`config.mk`:
```
export PLATFORM = sky130hd
export DESIGN_NAME = fifo_bist
export DESIGN_NICKNAME = d
export VERILOG_FILES = /design/src/rtl/fifo_bist_pkg.sv /design/src/rtl/fifo_bist_model.sv /design/src/rtl/fifo_bist.sv
export SDC_FILE = /design/constraint.sdc
export NUM_CORES = 1
export LEC_CHECK = 0
export ABC_CLOCK_PERIOD_IN_PS = 6210
export CORE_ASPECT_RATIO = 0.75
export CORE_MARGIN = 5
export CORE_UTILIZATION = 40
export CTS_BUF_LIST = sky130_fd_sc_hd__clkbuf_4 sky130_fd_sc_hd__clkbuf_8 sky130_fd_sc_hd__clkbuf_16
export DETAILED_ROUTE_END_ITERATION = 8
export GPL_ROUTABILITY_DRIVEN = 0
export HOLD_SLACK_MARGIN = 0.15
export PLACE_DENSITY = 0.66
export SLEW_MARGIN = 40
export SYNTH_ARGS = -nofsm -noshare
export SYNTH_HDL_FRONTEND = slang
export SYNTH_SLANG_ARGS = --single-unit
```
`constraint.sdc`:
```
create_clock -name clk -period 6.21 [get_ports clk]
set_input_delay 1.242 -clock clk [delete_from_list [all_inputs] [get_ports clk]]
set_output_delay 1.242 -clock clk [all_outputs]
set_load 0.02 [all_outputs]
```
`src/rtl/fifo_bist_pkg.sv`:
```
// rtl/fifo_bist_pkg.sv - shared types, constants and parameter helpers for fifo_bist
package fifo_bist_pkg;

  typedef enum logic [2:0] {
    ST_IDLE,
    ST_WRITE,
    ST_READ,
    ST_STREAM,
    ST_DRAIN,
    ST_DONE
  } state_t;

  // Feedback taps 16,14,13,11 as bit positions 15,13,12,10
  localparam logic [15:0] LFSR_TAPS = 16'hB400;

  localparam int CNT_W = 21;

  function automatic int conv_ratio(input int wr, input int rd);
    return (rd >= wr) ? rd / wr : wr / rd;
  endfunction

  function automatic int num_rd_words(input int wr, input int rd, input int n);
    return (n * wr) / rd;
  endfunction

  function automatic bit cfg_legal(input int wr, input int rd, input int n);
    if (wr <= 0 || rd <= 0 || n <= 0) return 1'b0;
    if (rd >= wr) return (rd % wr == 0) && (n % (rd / wr) == 0);
    return (wr % rd == 0);
  endfunction

endpackage

```
`src/rtl/fifo_bist_model.sv`:
```
// rtl/fifo_bist_model.sv - expected read word for a read index under little-endian width conversion
module fifo_bist_model
  import fifo_bist_pkg::*;
#(
  parameter int WR_DATA_WIDTH = 8,
  parameter int RD_DATA_WIDTH = 16
) (
  input  logic [CNT_W-1:0]         rd_idx,
  output logic [RD_DATA_WIDTH-1:0] exp_word,
  output logic [CNT_W-1:0]         word_idx
);

  localparam int K = conv_ratio(WR_DATA_WIDTH, RD_DATA_WIDTH);

  // Pattern word i is the all-ones start value minus i, i.e. ~i modulo the write width
  if (RD_DATA_WIDTH >= WR_DATA_WIDTH) begin : g_up
    always_comb begin
      word_idx = rd_idx * CNT_W'(K);
      exp_word = '0;
      for (int i = 0; i < K; i++) begin
        exp_word[i*WR_DATA_WIDTH +: WR_DATA_WIDTH] = ~WR_DATA_WIDTH'(word_idx + CNT_W'(i));
      end
    end
  end else begin : g_dn
    logic [WR_DATA_WIDTH-1:0] pat;
    logic [CNT_W-1:0]         slice;
    always_comb begin
      word_idx = rd_idx / CNT_W'(K);
      slice    = rd_idx % CNT_W'(K);
      pat      = ~WR_DATA_WIDTH'(word_idx);
      exp_word = pat[slice*RD_DATA_WIDTH +: RD_DATA_WIDTH];
    end
  end

endmodule

```
`src/rtl/fifo_bist.sv`:
```
// rtl/fifo_bist.sv - self-test engine driving and checking a width-converting FIFO
module fifo_bist
  import fifo_bist_pkg::*;
#(
  parameter int          WR_DATA_WIDTH = 8,
  parameter int          RD_DATA_WIDTH = 16,
  parameter int          NUM_WR_WORDS  = 1024,
  parameter string       MODE          = "SEQ",
  parameter int          OUTPUT_REG    = 0,
  parameter int          WR_DUTY       = 16,
  parameter int          RD_DUTY       = 16,
  parameter logic [15:0] LFSR_SEED     = 16'hACE1
) (
  input  logic                     clk,
  input  logic                     tb_rst,
  input  logic                     start,
  output logic [WR_DATA_WIDTH-1:0] wr_data,
  output logic                     wr_en,
  input  logic                     wr_full,
  input  logic [RD_DATA_WIDTH-1:0] rd_data,
  output logic                     rd_en,
  input  logic                     rd_empty,
  output logic                     busy,
  output logic                     done,
  output logic                     pass,
  output logic [7:0]               err_cnt,
  output logic [CNT_W-1:0]         wr_cnt,
  output logic [CNT_W-1:0]         rd_cnt
);

  localparam int               NUM_RD     = num_rd_words(WR_DATA_WIDTH, RD_DATA_WIDTH, NUM_WR_WORDS);
  localparam logic [CNT_W-1:0] NUM_WR_C   = CNT_W'(NUM_WR_WORDS);
  localparam logic [CNT_W-1:0] NUM_RD_C   = CNT_W'(NUM_RD);
  localparam logic [1:0]       DRAIN_LAST = 2'(OUTPUT_REG + 1);
  localparam logic [4:0]       WR_DUTY_L  = 5'(WR_DUTY);
  localparam logic [4:0]       RD_DUTY_L  = 5'(RD_DUTY);
  localparam bit               CONC       = (MODE == "CONC");

  if (!cfg_legal(WR_DATA_WIDTH, RD_DATA_WIDTH, NUM_WR_WORDS) || WR_DUTY < 1 || WR_DUTY > 16 ||
      RD_DUTY < 1 || RD_DUTY > 16 || LFSR_SEED == 16'h0 || OUTPUT_REG < 0 || OUTPUT_REG > 1 ||
      (MODE != "SEQ" && MODE != "CONC")) begin : g_bad_cfg
    $error("fifo_bist: illegal parameter set");
  end

  state_t                   state_q, state_d;
  logic [15:0]              lfsr;
  logic [1:0]               drain_cnt;
  logic                     extra_seen;
  logic                     vld0;
  logic [RD_DATA_WIDTH-1:0] word0;
  logic                     cmp_vld;
  logic [RD_DATA_WIDTH-1:0] cmp_word;
  logic [RD_DATA_WIDTH-1:0] exp_word;
  logic [CNT_W-1:0]         unused_model_idx;
  logic                     start_ok, wr_req, rd_req, mismatch, extra, err_inc;

  assign start_ok = start && (state_q == ST_IDLE || state_q == ST_DONE);
  assign wr_req   = {1'b0, lfsr[3:0]} < WR_DUTY_L;
  assign rd_req   = {1'b0, lfsr[7:4]} < RD_DUTY_L;
  assign busy     = !(state_q == ST_IDLE || state_q == ST_DONE);
  assign done     = (state_q == ST_DONE);
  assign pass     = done && (err_cnt == 8'h00);

  fifo_bist_model #(
    .WR_DATA_WIDTH(WR_DATA_WIDTH),
    .RD_DATA_WIDTH(RD_DATA_WIDTH)
  ) u_model (
    .rd_idx  (rd_cnt),
    .exp_word(exp_word),
    .word_idx(unused_model_idx)
  );

  always_ff @(posedge clk or posedge tb_rst) begin
    if (tb_rst) state_q <= ST_IDLE;
    else        state_q <= state_d;
  end

  always_comb begin
    state_d = state_q;
    wr_en   = 1'b0;
    rd_en   = 1'b0;
    case (state_q)
      ST_IDLE, ST_DONE: if (start) state_d = CONC ? ST_STREAM : ST_WRITE;
      ST_WRITE: begin
        wr_en = wr_req && !wr_full && (wr_cnt < NUM_WR_C);
        if (wr_cnt == NUM_WR_C) state_d = ST_READ;
      end
      ST_READ, ST_STREAM: begin
        if (state_q == ST_STREAM) wr_en = wr_req && !wr_full && (wr_cnt < NUM_WR_C);
        rd_en = rd_req && !rd_empty && (rd_cnt < NUM_RD_C);
        if (rd_cnt == NUM_RD_C) state_d = ST_DRAIN;
      end
      ST_DRAIN: if (drain_cnt == DRAIN_LAST) state_d = ST_DONE;
      default: state_d = ST_IDLE;
    endcase
  end

  always_ff @(posedge clk or posedge tb_rst) begin
    if (tb_rst)        lfsr <= LFSR_SEED;
    else if (start_ok) lfsr <= LFSR_SEED;
    else               lfsr <= {lfsr[14:0], ^(lfsr & LFSR_TAPS)};
  end

  // The delay line tap matches the FIFO read latency so the expected word lines up with rd_data
  if (OUTPUT_REG != 0) begin : g_oreg
    logic                     vld1;
    logic [RD_DATA_WIDTH-1:0] word1;
    always_ff @(posedge clk or posedge tb_rst) begin
      if (tb_rst) begin
        vld1  <= 1'b0;
        word1 <= '0;
      end else begin
        vld1  <= vld0 && !start_ok;
        word1 <= word0;
      end
    end
    assign cmp_vld  = vld1;
    assign cmp_word = word1;
  end else begin : g_noreg
    assign cmp_vld  = vld0;
    assign cmp_word = word0;
  end

  assign mismatch = cmp_vld && (rd_data != cmp_word);
  assign extra    = (state_q == ST_DONE) && !rd_empty && !extra_seen;
  assign err_inc  = mismatch || extra;

  always_ff @(posedge clk or posedge tb_rst) begin
    if (tb_rst) begin
      wr_data    <= '1;
      wr_cnt     <= '0;
      rd_cnt     <= '0;
      err_cnt    <= '0;
      extra_seen <= 1'b0;
      vld0       <= 1'b0;
      word0      <= '0;
      drain_cnt  <= '0;
    end else if (start_ok) begin
      wr_data    <= '1;
      wr_cnt     <= '0;
      rd_cnt     <= '0;
      err_cnt    <= '0;
      extra_seen <= 1'b0;
      vld0       <= 1'b0;
      drain_cnt  <= '0;
    end else begin
      if (wr_en) begin
        wr_data <= wr_data - 1'b1;
        wr_cnt  <= wr_cnt + 1'b1;
      end
      if (rd_en) begin
        rd_cnt <= rd_cnt + 1'b1;
        word0  <= exp_word;
      end
      vld0 <= rd_en;
      if (err_inc && err_cnt != 8'hFF) err_cnt <= err_cnt + 1'b1;
      if (extra) extra_seen <= 1'b1;
      drain_cnt <= (state_q == ST_DRAIN) ? drain_cnt + 1'b1 : 2'd0;
    end
  end

endmodule
```
==> results of run 1 <==
[flip-flops by register name, indices dropped and copies added, names as in the netlist]
name,flops
err_cnt,8
state_q,3
drain_cnt,2
wr_data,8
cmp_vld,1
extra_seen,1
cmp_word,8
rd_cnt,21
wr_cnt,21
[power by group through the flow]
stage	sequential [mW]	clock [mW]	combinational, mW
2_1_floorplan	0.652	0	0.108
3_3_place_gp	0.608	0	0.286
3_5_place_dp	0.609	0	0.295
4_1_cts	0.601	0.569	0.295
5_1_grt	0.610	0.592	0.317
6_report	0.602	0.556	0.292
[path summary, 6_finish.rpt]
path                                     end  slack [ps]
worst max-delay path                   wr_en        1730
worst min-delay path            drain_cnt[0]         440
worst max register to register     wr_cnt[5]        4050
worst min register to register  drain_cnt[0]         440
max in group asynchronous         err_cnt[0]        4350
min in group asynchronous          rd_cnt[2]        1370
[routing by layer]
layer | wire (µm) | track usage (%)
met2 | 3830 | 24.1
met1 | 4210 | 23.0
met3 | 483 | 6.40
met5 | 0 | 0
met4 | 90 | 4.92
[cells by family (layout without fill, tap and decap cells)]
logic type               Yosys count  after routing  share of synthesized area, %
XOR/XNOR                          18             18                          4.45
AND/OR/NAND/NOR                  175            175                          26.0
flip-flops                        73             73                          51.9
AO/OA/AOI/OAI                     45             45                          9.33
adder cells (fa/ha/maj)            8              8                          2.83
buffers and inverters             29            119                          3.29
multiplexers                       8              8                          2.26
[placed cells by master, fill, tap and decap left out, drive strengths merged, types with 10 or more instances in the layout]
cell type / Yosys / layout
xor2: 12 / 12
clkdlybuf4s50: 0 / 83
nor3: 17 / 17
nor4: 10 / 10
o21ai: 12 / 12
nand2: 33 / 33
and3: 10 / 10
inv: 17 / 19
and2: 24 / 24
clkbuf: 6 / 10
nor2: 29 / 29
dfrtp: 65 / 65
nand3: 18 / 18
[final cells by class]
class	count	share of cell area, %
Multi-Input combinational cell	254	33.1
Timing Repair Buffer	86	17.8
Clock inverter	6	1.87
Sequential cell	73	38.2
Tap cell	108	2.81
Clock buffer	10	4.84
Inverter	17	1.33
[through the flow]
| stage | cell area (µm²) | instances | power [mW] |
|---|---|---|---|
| after CTS | 4800 | 554 | 1.47 |
| after detailed placement | 4480 | 538 | 0.904 |
| final | 4810 | 554 | 1.45 |
| after floorplan | 3540 | 356 | 0.760 |
| after global routing | 4810 | 554 | 1.52 |
| after global placement | 4480 | 538 | 0.895 |
==> results_dict.tcl, run 1 <==
set metrics [dict create \
    fmax_ghz 0.223 \
    crit_chain "clkdlybuf4s50_1 -> nor2_1 -> and2_1 -> clkdlybuf4s50_1" \
    p_int_mw 1.04 \
    post_cts_buffers 0 \
    die_x_um 119 \
    critPathMaxStageDelay_ps 680 \
    ys_ff_latch 73 \
    ioPinCount 84 \
    slew_headroom_pct 51.6 \
    rsz0062_at_grt "no" \
    area_growth_pct 35.8 \
    path_clk_slew_ps 60 \
    root_buffer "clkbuf_16" \
    worstPathArrival_ps 3240 \
    vias_per_cell 5.24 \
    async_reset_ff_share_pct 100 \
    synth_fp_nets 385 \
    clockBufferDepth 2 \
    core_area_mm2 0.00856 \
    post_drt_wl_per_cell_um 15.5 \
    endpoint_kind "output pin" \
    tightestPinTransition_ps 726 \
    place_ws_ps 1730 \
    yosysSeqAreaShare_pct 51.9 \
    r2r-start "wr_cnt[20]" \
    whs_path_depth 1 \
    place_hpwl_mm 6.22 \
    syn_area_mm2 0.00354 \
    dieArea_mm2 0.0109 \
    vias 2903 \
    skew_ps 6.93 \
    synth_most_common_cell "dfrtp_1" \
    cts_sinks 73 \
    regArea_mm2 0.00184 \
    p_sw_share_pct 28.3 \
    synth_common_cells "65 x dfrtp_1, 33 x nand2_1, 29 x nor2_1" \
    drive_gt1_share_pct 7.85 \
    cts_tree "built" \
    finalSetupViolCount 0 \
    cp.depth 4 \
    htree_levels 3 \
    grt_first_pass_wirelength_mm 14.6 \
    hold_path.class "reg2reg" \
    clkLatencyLatePin_ps 330 \
    path_buf_inv 2 \
    cp.required_ps 4970 \
    fin_crit_ps 4480 \
    cp-startpoint "wr_full" \
    cp_slowest_cell "clkdlybuf4s50_1" \
    fin_util_pct 56.2 \
    cellLeakagePower_nw 2.15 \
    grt_overflow 0 \
    drv_cap 0 \
    holdWs_ps 443 \
    antenna_found_initial 0 \
    fill_cells 776 \
    vdd_drop_max_v 0.000180 \
    synth_edf_count 0 \
    timing.final.crit_share_pct 72.1 \
    die_h_um 91.5 \
    hp-start "drain_cnt[0]" \
    hold_viol_final 0 \
    syn_inst 356 \
    crit_path_frequent_cell "clkdlybuf4s50_1" \
    cp_top_family "buffers and inverters" \
    slew_violations 0 \
    p_clk_share_pct 38.3 \
    yosysWarningCount 0 \
    finalSetupTns_ps 0 \
    antenna_left 0 \
    routed_wl_mm 8.61 \
    avgSynthCellArea_um2 9.95 \
    drtPass1Iterations 4 \
    first_global_vias 2876 \
    port_buffers 83 \
    ys_types 49 \
    outcome "finished, final reports clean" \
    nets 470 \
    grt_max_degree 74 \
    p_comb_share_pct 20.1 \
    synthFlopType "dfrtp_1" \
    grt_usage_pct 16.6 \
    crit_path_start_kind "primary input" \
    layout_setup_ws_ps 1730 \
    synth_top_cell_by_area "dfrtp_1" \
    power.switching_mw 0.410 \
    placementRows 29 \
    worstSetupPathType "in2out" \
    hold_buffers 0 \
    path_max_fanout 10 \
    diodes 0 \
    worstRegToRegCells 5 \
    p_per_area_mw_per_mm2 301 \
    cts_buffers 9 \
    drt_iter0_markers 225 \
    synthTopCellsByArea "dfrtp_1 46%, dfstp_2 5.9%, and2_1 4.2%" \
    cts_resized 0 \
    multiInputGateArea_mm2 0.00159 \
    seq_power_share_pct 41.5 \
    start_util_pct 41.4 \
    netlist.area_leader.share_pct 45.9 \
    drc 0 \
]
No activity file was read; power rests on OpenSTA's default activity.
==> run 2, diff against run 1 <==
Settings changed: ABC_CLOCK_PERIOD_IN_PS 6210 to 4500.
Clock period 6.21 ns to 4.5 ns, I/O delays scaled along.
==> run 2 against run 1 <==
Utilization shrank 0.13 points. Non-clock buffer count grew 1. Power grew 35%. Critical path depth grew 1. Count of clock-buffer cells in the layout grew 2. Hold slack gained 1.3 ps. Highest routed layer unchanged. Sequential share of layout area grew 0.090 points.
==> results_dict.tcl, run 2 (same netlist as run 1, synthesis figures left out) <==
set metrics [dict create \
    cellLeakagePower_nw 2.15 \
    regArea_mm2 0.00184 \
    tightestPinTransition_ps 698 \
    core_area_mm2 0.00856 \
    slew_headroom_pct 53.5 \
    path_clk_slew_ps 60 \
    multiInputGateArea_mm2 0.00160 \
    diodes 0 \
    timing.final.crit_share_pct 78.9 \
    worstSetupPathType "in2out" \
    antenna_left 0 \
    drv_cap 0 \
    htree_levels 3 \
    path_max_fanout 7 \
    clkLatencyLatePin_ps 330 \
    worstPathArrival_ps 2650 \
    hold_viol_final 0 \
    fmax_ghz 0.282 \
    hold_buffers 0 \
    routed_wl_mm 8.48 \
    vias_per_cell 5.29 \
    area_growth_pct 35.5 \
    cts_sinks 73 \
    path_buf_inv 3 \
    final_common_cell "clkdlybuf4s50_1" \
    skew_ps 6.77 \
    finalSetupViolCount 0 \
    cp_slowest_cell "clkdlybuf4s50_1" \
    post_cts_buffers 0 \
    cts_tree "built" \
    outcome "finished, final reports clean" \
    cts_resized 0 \
    place_hpwl_mm 6.20 \
    crit_chain "clkdlybuf4s50_1 -> nor4b_1 -> nand4_1 -> inv_2 -> clkdlybuf4s50_1" \
    grt_overflow 0 \
    antenna_found_initial 0 \
    die_h_um 91.5 \
    cts_buffers 9 \
    cp.required_ps 3600 \
    nets 471 \
    crit_path_start_kind "primary input" \
    drc 0 \
    dieArea_mm2 0.0109 \
    rsz0062_at_grt "no" \
    vias 2936 \
    mostFrequentLayoutCells "83 x clkdlybuf4s50_1, 65 x dfrtp_1, 33 x nand2_1" \
    finalSetupTns_ps 0 \
    drive_gt1_share_pct 8.28 \
    fin_cells 555 \
    vdd_drop_max_v 0.000170 \
    placementRows 29 \
    hold_path.class "reg2reg" \
    clockBufferDepth 2 \
    grt_usage_pct 16.5 \
    drt_iter0_markers 148 \
    grt_max_degree 43 \
    root_buffer "clkbuf_16" \
    start_util_pct 41.4 \
    post_drt_wl_per_cell_um 15.3 \
    crit_path_frequent_cell "clkdlybuf4s50_1" \
    port_buffers 83 \
    drtPass1Iterations 4 \
    first_global_vias 2826 \
    slew_violations 0 \
    p_per_area_mw_per_mm2 407 \
    die_x_um 119 \
    endpoint_kind "output pin" \
    fin_crit_ps 3550 \
    ioPinCount 84 \
    grt_first_pass_wirelength_mm 14.6 \
    cp_top_family "buffers and inverters" \
    fill_cells 776 \
    dp.cells 539 \
    reg.largest.list "rd_cnt: 21 flops, wr_cnt: 21 flops" \
    critPathMaxStageDelay_ps 630 \
    finalPower_mw 1.95 \
]
-- run 2: cell type report --
| class | count | area share, % |
|---|---|---|
| inverters | 17 | 1.33 |
| clock inverters | 4 | 1.07 |
| multi-input cells | 254 | 33.3 |
| clock buffers | 12 | 5.29 |
| flip-flops and latches | 73 | 38.3 |
| well taps | 108 | 2.82 |
| repair buffers | 87 | 17.9 |
-- run 2: per-stage QoR --
stage / util [%] / hold WS (ps) / worst slack [ps] / area, µm²
2_1_floorplan: - / 415 / 1760 / 3540
5_1_grt: 56.0 / 465 / 748 / 4800
6_report: 56.0 / 444 / 949 / 4800
3_3_place_gp: 52.4 / 426 / 999 / 4480
3_5_place_dp: 52.4 / 439 / 1000 / 4480
4_1_cts: 55.9 / 447 / 924 / 4790
-- run 2: per-layer routing --
layer	wire [µm]	global-route usage, %	up-vias
met5	0	0	-
met4	39	3.76	0
met3	534	5.40	4
met2	3750	23.7	92
met1	4160	24.2	1406
li1	-	-	1434
-- run 2: final timing paths --
check,from,endpoint,slack (ps),cells past startpoint
min in group asynchronous,tb_rst,rd_cnt[4],990,2
min reg2reg,drain_cnt[0],drain_cnt[0],440,1
max reg2reg,state_q[2],wr_cnt[4],2390,6
min,drain_cnt[0],drain_cnt[0],440,1
max in group asynchronous,tb_rst,wr_data[6],2520,3
max,rd_empty,rd_en,950,5
-- run 2: where the power goes --
group          switching [mW]  internal, mW
sequential             0.0894         0.743
combinational           0.205         0.197
clock                   0.261         0.457
total                   0.556          1.40
-- run 2: worst register-to-register path, delay by kind of cell, from the launching register on --
kind	cells	cell delay (ps)
AO/OA/AOI/OAI	1	150
AND/OR/NAND/NOR	4	1090
buffers and inverters	1	300
flip-flops	1	470
==> run 3, diff against run 2 <==
Settings changed: ABC_CLOCK_PERIOD_IN_PS 4500 to 3500.
Clock period 4.5 ns to 3.5 ns, I/O delays scaled along.
==> run 3 against run 2 <==
Flip-flop and latch count stayed put. Clock power rose by 42%. Combinational power grew 29%. Cell area increased by 1.3%. Critical path type unchanged. Largest power group unchanged.
==> results_dict.tcl, run 3 (same netlist as run 1, synthesis figures left out) <==
set metrics [dict create \
    critPathMaxStageDelay_ps 630 \
    diodes 0 \
    clockBufferDepth 2 \
    outcome "finished, final reports clean" \
    finalSetupViolCount 0 \
    vias 2926 \
    grt_max_degree 43 \
    drive_gt1_share_pct 8.67 \
    cp_slowest_cell "clkdlybuf4s50_1" \
    ioPinCount 84 \
    clkLatencyLatePin_ps 330 \
    cts_tree "built" \
    worstSetupPathType "in2out" \
    fmax_ghz 0.317 \
    drtPass1Iterations 4 \
    final_common_cell "clkdlybuf4s50_1" \
    dp.cells 542 \
    antenna_found_initial 0 \
    cp.required_ps 2800 \
    post_cts_buffers 0 \
    antenna_left 0 \
    grt_overflow 0 \
    drt_iter0_markers 201 \
    post_drt_wl_per_cell_um 15.1 \
    drc 0 \
    crit_chain "clkdlybuf4s50_1 -> nor4b_1 -> nand4_1 -> inv_2 -> clkdlybuf4s50_1" \
    grt_first_pass_wirelength_mm 14.4 \
    cts_resized 0 \
    cts_buffers 9 \
    endpoint_kind "output pin" \
    htree_levels 3 \
    tightestPinTransition_ps 715 \
    area_growth_pct 37.3 \
    grt_usage_pct 16.1 \
    mostFrequentLayoutCells "83 x clkdlybuf4s50_1, 65 x dfrtp_1, 33 x nand2_1" \
    hold_viol_final 0 \
    placementRows 29 \
    start_util_pct 41.4 \
    fin_cells 558 \
    core_area_mm2 0.00856 \
    cellLeakagePower_nw 2.18 \
    first_global_vias 2859 \
    cts_sinks 73 \
    vias_per_cell 5.24 \
    hold_path.class "reg2reg" \
    worstPathArrival_ps 2460 \
    fill_cells 789 \
    p_per_area_mw_per_mm2 536 \
    nets 474 \
    rrSetupSlack_ps 1400 \
    reg.largest.list "rd_cnt: 21 flops, wr_cnt: 21 flops" \
    timing.final.crit_share_pct 90.2 \
    slew_violations 0 \
    crit_path_frequent_cell "clkdlybuf4s50_1" \
    die_h_um 91.5 \
    skew_ps 7.98 \
    finalSetupTns_ps 0 \
    die_x_um 119 \
    path_clk_slew_ps 60 \
    drv_cap 0 \
    slew_headroom_pct 52.3 \
    fin_crit_ps 3160 \
    path_max_fanout 7 \
    root_buffer "clkbuf_16" \
    rsz0062_at_grt "no" \
    hold_buffers 0 \
    crit_path_start_kind "primary input" \
    place_hpwl_mm 6.09 \
    routed_wl_mm 8.45 \
    vdd_drop_max_v 0.000275 \
    dieArea_mm2 0.0109 \
    port_buffers 83 \
]
run 3: changes by cell type in the layout (fill, tap and decap cells not counted), sizes merged:
cell	delta
inv	-1
buf	+3
bufinv	+1
run 3: per-stage QoR:
step | area (µm²) | hold slack (ps) | utilization (%) | power, mW | setup slack, ps
floorplan | 3540 | 415 | - | 1.35 | 960
global placement | 4520 | 429 | 52.8 | 1.59 | 372
detailed placement | 4520 | 445 | 52.8 | 1.60 | 347
CTS | 4860 | 453 | 56.7 | 2.63 | 323
global route | 4860 | 479 | 56.8 | 2.72 | 212
finish | 4860 | 446 | 56.8 | 2.61 | 342
run 3: final cells by class:
cell class                      count  area [µm²]  area share, %
Clock inverter                      4        76.3           1.57
Tap cell                          108         135           2.78
Multi-Input combinational cell    254        1590           32.8
Clock buffer                       12         260           5.35
Timing Repair Buffer               90         896           18.4
Inverter                           17        63.8           1.31
Sequential cell                    73        1840           37.8
run 3: per-layer routing:
layer	track usage (%)	part of all wire, %	wire, µm
met1	23.0	51	4280
met2	22.9	43	3630
met3	5.84	5.5	462
met4	4.44	0.83	70
met5	0	0	0
run 3: worst paths after layout:
kind / cells after the start / from / endpoint
max: 5 / rd_empty / rd_en
min: 1 / drain_cnt[0] / drain_cnt[0]
max reg2reg: 5 / cmp_word[9] / err_cnt[6]
min reg2reg: 1 / drain_cnt[0] / drain_cnt[0]
max in group asynchronous: 3 / tb_rst / wr_data[1]
min in group asynchronous: 2 / tb_rst / rd_cnt[4]
run 3: power breakdown:
group          internal, mW  switching (mW)
Sequential            0.956           0.118
Combinational         0.255           0.262
Clock                 0.672           0.343
run 3: critical path: cells and delay by family:
kind,cells,cell delay (ps)
buf+inv,3,1300
simple gates,2,460
